File: config.mk
export PLATFORM = sky130hd
export DESIGN_NAME = gray_bin_sync
export DESIGN_NICKNAME = d
export VERILOG_FILES = /design/src/rtl/parammod_gray_pkg.sv /design/src/rtl/gray_bin.sv /design/src/rtl/gray_bin_sync.sv
export SDC_FILE = /design/constraint.sdc
export NUM_CORES = 1
export LEC_CHECK = 0
export ABC_AREA = 1
export CAP_MARGIN = 20
export CORE_MARGIN = 3
export CORE_UTILIZATION = 56
export CTS_BUF_LIST = sky130_fd_sc_hd__clkbuf_16
export DETAILED_ROUTE_END_ITERATION = 10
export GPL_TIMING_DRIVEN = 0
export PLACE_DENSITY = 0.91
export SKIP_LAST_GASP = 1
export SLEW_MARGIN = 10
export SYNTH_ARGS = -nofsm -noshare
export SYNTH_HDL_FRONTEND = slang
export SYNTH_SLANG_ARGS = --single-unit
File: constraint.sdc
create_clock -name clk -period 4.2 [get_ports clk]
set_clock_uncertainty 0.1 [all_clocks]
set_input_delay 0.84 -clock clk [delete_from_list [all_inputs] [get_ports clk]]
set_output_delay 0.84 -clock clk [all_outputs]
set_load 0.01 [all_outputs]
File: src/rtl/parammod_gray_pkg.sv
// rtl/parammod_gray_pkg.sv - shared types and helpers for the Gray count receive path
package parammod_gray_pkg;

  // Receive-side sequencing: fill the synchronizer, take a first sample, then track changes
  typedef enum logic [1:0] {
    INIT = 2'd0,
    LOAD = 2'd1,
    RUN  = 2'd2
  } state_t;

  // Gray to binary for widths up to 32; the caller zero-extends narrower values
  function automatic logic [31:0] gray2bin(input logic [31:0] g);
    logic [31:0] b;
    b = g;
    for (int i = 1; i < 32; i++) begin
      b = b ^ (g >> i);
    end
    return b;
  endfunction

  // Number of set bits; used to spot a synchronized sample that moved more than one bit
  function automatic int unsigned popcount(input logic [31:0] v);
    int unsigned c;
    c = 0;
    for (int i = 0; i < 32; i++) begin
      c = c + 32'(v[i]);
    end
    return c;
  endfunction

endpackage

File: src/rtl/gray_bin.sv
// rtl/gray_bin.sv - combinational Gray-to-binary decoder
module gray_bin
  import parammod_gray_pkg::*;
#(
  parameter int DATA = 4
) (
  input  logic [DATA-1:0] gray,
  output logic [DATA-1:0] bin
);

  // Each binary bit is the XOR of all Gray bits at or above it, built MSB-down
  always_comb begin
    bin = '0;
    bin[DATA-1] = gray[DATA-1];
    for (int i = DATA - 2; i >= 0; i--) begin
      bin[i] = bin[i+1] ^ gray[i];
    end
  end

endmodule

File: src/rtl/gray_bin_sync.sv
// rtl/gray_bin_sync.sv - synchronize a Gray count, decode, report updates (optional GRAY_BIN_SYNC_ERRCHK_EN)
module gray_bin_sync
  import parammod_gray_pkg::*;
#(
  parameter int DATA = 4,
  parameter int SYNC = 2
) (
  input  logic            clk,
  input  logic            reset_,
  input  logic [DATA-1:0] in,
  output logic [DATA-1:0] out,
  output logic            upd,
  output logic [DATA-1:0] delta
`ifdef GRAY_BIN_SYNC_ERRCHK_EN
  ,
  output logic            err
`endif
);

  localparam int CW = (SYNC > 1) ? $clog2(SYNC) : 1;

  state_t          state_q, state_d;
  logic [CW-1:0]   cnt_q, cnt_d;
  logic [DATA-1:0] sync_q [SYNC];
  logic [DATA-1:0] sync_d [SYNC];
  logic [DATA-1:0] g_prev_q, g_prev_d;
  logic [DATA-1:0] out_q, out_d;
  logic [DATA-1:0] delta_q, delta_d;
  logic            upd_q, upd_d;
  logic [DATA-1:0] g;
  logic [DATA-1:0] b;
`ifdef GRAY_BIN_SYNC_ERRCHK_EN
  logic            err_q, err_d;
`endif

  assign g = sync_q[SYNC-1];

  gray_bin #(.DATA(DATA)) u_gray_bin (
    .gray (g),
    .bin  (b)
  );

  // Synchronizer shift and the one-cycle-old copy of its output used for change detection
  always_comb begin
    sync_d[0] = in;
    for (int k = 1; k < SYNC; k++) begin
      sync_d[k] = sync_q[k-1];
    end
    g_prev_d = g;
  end

  // Next-state and next-output logic for INIT/LOAD/RUN
  always_comb begin
    state_d = state_q;
    cnt_d   = cnt_q;
    out_d   = out_q;
    upd_d   = 1'b0;
    delta_d = '0;
`ifdef GRAY_BIN_SYNC_ERRCHK_EN
    err_d   = 1'b0;
`endif
    unique case (state_q)
      INIT: begin
        // Chain still holds reset zeros until SYNC real samples have shifted in
        out_d = '0;
        if (cnt_q == CW'(SYNC - 1)) begin
          state_d = LOAD;
        end else begin
          cnt_d = cnt_q + 1'b1;
        end
      end
      LOAD: begin
        // First real sample becomes the baseline; no increment is meaningful yet
        out_d   = b;
        upd_d   = 1'b1;
        state_d = RUN;
      end
      RUN: begin
        if (g != g_prev_q) begin
          out_d   = b;
          upd_d   = 1'b1;
          delta_d = b - out_q;
`ifdef GRAY_BIN_SYNC_ERRCHK_EN
          err_d   = (popcount(32'(g ^ g_prev_q)) > 32'd1);
`endif
        end
      end
      default: begin
        state_d = INIT;
        cnt_d   = '0;
        out_d   = '0;
      end
    endcase
  end

  // State registers; reset discards all history so the next start repeats INIT/LOAD
  always_ff @(posedge clk or negedge reset_) begin
    if (!reset_) begin
      state_q  <= INIT;
      cnt_q    <= '0;
      for (int k = 0; k < SYNC; k++) begin
        sync_q[k] <= '0;
      end
      g_prev_q <= '0;
      out_q    <= '0;
      upd_q    <= 1'b0;
      delta_q  <= '0;
`ifdef GRAY_BIN_SYNC_ERRCHK_EN
      err_q    <= 1'b0;
`endif
    end else begin
      state_q  <= state_d;
      cnt_q    <= cnt_d;
      for (int k = 0; k < SYNC; k++) begin
        sync_q[k] <= sync_d[k];
      end
      g_prev_q <= g_prev_d;
      out_q    <= out_d;
      upd_q    <= upd_d;
      delta_q  <= delta_d;
`ifdef GRAY_BIN_SYNC_ERRCHK_EN
      err_q    <= err_d;
`endif
    end
  end

  assign out   = out_q;
  assign upd   = upd_q;
  assign delta = delta_q;
`ifdef GRAY_BIN_SYNC_ERRCHK_EN
  assign err   = err_q;
`endif

endmodule

==> flow_summary.json <==
{
  "run_status": "finished, final reports clean",
  "synth_area_leaders": "dfrtp_1 (55%), nand2_1 (11%), ha_1 (8.0%)",
  "setup_viol": 0,
  "setup_tns_ns": 0,
  "diodes": 0,
  "post_cts_buffers": 0,
  "vias": 773,
  "io_pins": 15,
  "drc": 0,
  "crit_family": "buffers and inverters",
  "rr_startpoint": "g[3]$_DFF_PN0_",
  "synth-async-reset-ratio": 1.00,
  "num_rows": 15,
  "hold_buffers": 0,
  "synth_cell_types": 19,
  "path_max_fanout": 4,
  "htree_levels": 1,
  "cts_buffers": 3,
  "via_per_inst": 4.92,
  "clk_latency_ns": 0.26,
  "cts_root_buffer": "clkbuf_16",
  "path_clk_slew_ns": 0.06,
  "start_util": 0.611,
  "yosysTopAreaCellShare": 0.551,
  "maxCapViolations": 0,
  "firstDrtPassIters": 4,
  "path_buf_inv": 1,
  "synth_ff_type": "dfrtp_1",
  "totalWireLength_mm": 2.03,
  "cts_resized": 0,
  "wl_per_cell_um": 12.9,
  "cts_sinks": 24,
  "finalCritPeriodShare": 0.523,
  "synthToLayoutAreaGrowth_pct": 24.0,
  "drive_gt1_frac": 0.114,
  "ys_seq_elements": 24,
  "grt_usage": 0.193,
  "reg2reg_depth": 11,
  "syn_inst": 114,
  "portBuffers": 14,
  "cts_tree": "built",
  "stdcell_count": 157,
  "synth_commonest_cells": "nand2_1 (32), dfrtp_1 (24), inv_1 (19)",
  "end_kind": "output pin",
  "holdCritPathClass": "reg -> reg",
  "synth_fp_nets": 128,
  "timing.rr.end": "delta[2]$_DFF_PN0_",
  "cpMaxStageDelayCell": "clkdlybuf4s50_1",
  "dp_hpwl_mm": 1.43,
  "fillers": 114,
  "ys_seq_area_frac": 0.551,
  "cp-start-kind": "flip-flop",
  "p_per_area_nw_per_um2": 426,
  "critPathArrivalTime_ns": 1.26,
  "syn-mean-instance-area_um2": 9.56,
  "max_freq_mhz": 455,
  "hold_start": "sync_d[3]$_DFF_PN0_",
  "nets": 148,
  "leakagePower_nw": 0.716,
  "r2r_slack_ns": 2.06,
  "grt_pass1_vias": 770,
  "max_stage_delay_ns": 0.57,
  "post-route-util": 0.758,
  "grt_max_degree": 25,
  "yosys.area.top_type": "dfrtp_1",
  "synth_most_common_cell": "nand2_1",
  "drv_slew": 0,
  "dp.cells": 153,
  "ir_drop_v": 0.000323,
  "worstPathCellList": "clkdlybuf4s50_1",
  "endpoint": "out[1]",
  "die_h_um": 50.1,
  "core_area_um2": 1780,
  "setup.worst_path.class": "reg -> out",
  "worst_pin_slew_ns": 0.299,
  "routabilityCongestion": 0.829,
  "crit_path_start": "out[1]$_DFFE_PN0P_",
  "min_period_ns": 2.20,
  "required_ns": 3.26,
  "p_total_uw": 576,
  "ant_nets": 0,
  "slew_headroom": 0.799,
  "die_area_um2": 2510,
  "rsz0062_at_grt": "false",
  "yosysWarningCount": 0,
  "clk_path_buf_depth": 2,
  "syn-cell-area_um2": 1090,
  "crit_cells": 1,
  "overflow": 0,
  "die_w_um": 50.1,
  "synth_edf_count": 0,
  "drtIter0Drc": 28,
  "grt_pass1_wl_mm": 3.57,
  "antenna_found_initial": 0,
  "hold_viol": 0
}
area by class of cell:
cell class                 instances  area, um2  area share
clock buffer                       3       75.1      0.0556
inverter                          21       80.1      0.0593
timing repair buffer              15        155       0.115
tap                               25       31.3      0.0231
multi-input combinational         69        409       0.303
sequential                        24        601       0.444
placed cells by master (no fill, tap or decap), drive strengths merged:
master,instances
dfrtp,24
clkbuf,3
a21boi,1
nand3,9
buf,1
nand2,36
inv,20
clkinv,1
ha,7
xor2,1
o21ai,2
clkdlybuf4s50,14
nor2,9
xnor2,1
a21oi,2
fa,1
routing by layer:
layer / GRT usage / up-vias / share of wire
met4: 0.106 / 0 / 0.033
met2: 0.324 / 30 / 0.51
li1: - / 380 / -
met5: 0 / - / 0
met1: 0.227 / 354 / 0.40
met3: 0.0423 / 9 / 0.049
registers in the layout, indices dropped and copies added, names as in the netlist:
signal    flops
upd           1
out           4
cnt_q         1
g             4
state_q       2
delta         4
g_prev_q      4
sync_d        4
logic make-up (layout without fill, tap and decap cells):
| kind of cell | Yosys count | in the layout | synth area share |
|---|---|---|---|
| flip-flops | 24 | 24 | 0.551 |
| buffers and inverters | 21 | 39 | 0.0735 |
| adder cells (fa/ha/maj) | 8 | 8 | 0.0987 |
| AND/OR/NAND/NOR | 54 | 54 | 0.235 |
| XOR/XNOR | 2 | 2 | 0.0161 |
| AO/OA/AOI/OAI | 5 | 5 | 0.0253 |
per-stage QoR:
step | hold slack, ns | worst slack, ns | instance area, um2
2_1_floorplan | 0.231 | 2.37 | 1090
3_3_place_gp | 0.231 | 2.01 | 1260
3_5_place_dp | 0.235 | 1.99 | 1260
4_1_cts | 0.249 | 2.00 | 1340
5_1_grt | 0.260 | 1.91 | 1350
6_report | 0.249 | 2.00 | 1350
how the worst min path moves through the flow:
stage | to | slack (ns) | depth (start not counted)
after global placement | g[2]$_DFF_PN0_ | 0.23 | 0
after floorplan | g[0]$_DFF_PN0_ | 0.23 | 0
final | g[3]$_DFF_PN0_ | 0.25 | 0
after CTS | g[3]$_DFF_PN0_ | 0.25 | 0
after global routing | g[3]$_DFF_PN0_ | 0.26 | 0
after detailed placement | g[0]$_DFF_PN0_ | 0.23 | 0
power by group:
group	leakage (nW)	switching [mW]	internal, mW
clock	0.0370	0.0753	0.126
combinational	0.404	0.0528	0.0554
sequential	0.276	0.0128	0.254
total	0.716	0.141	0.435
(Power assumes the default switching activity.)
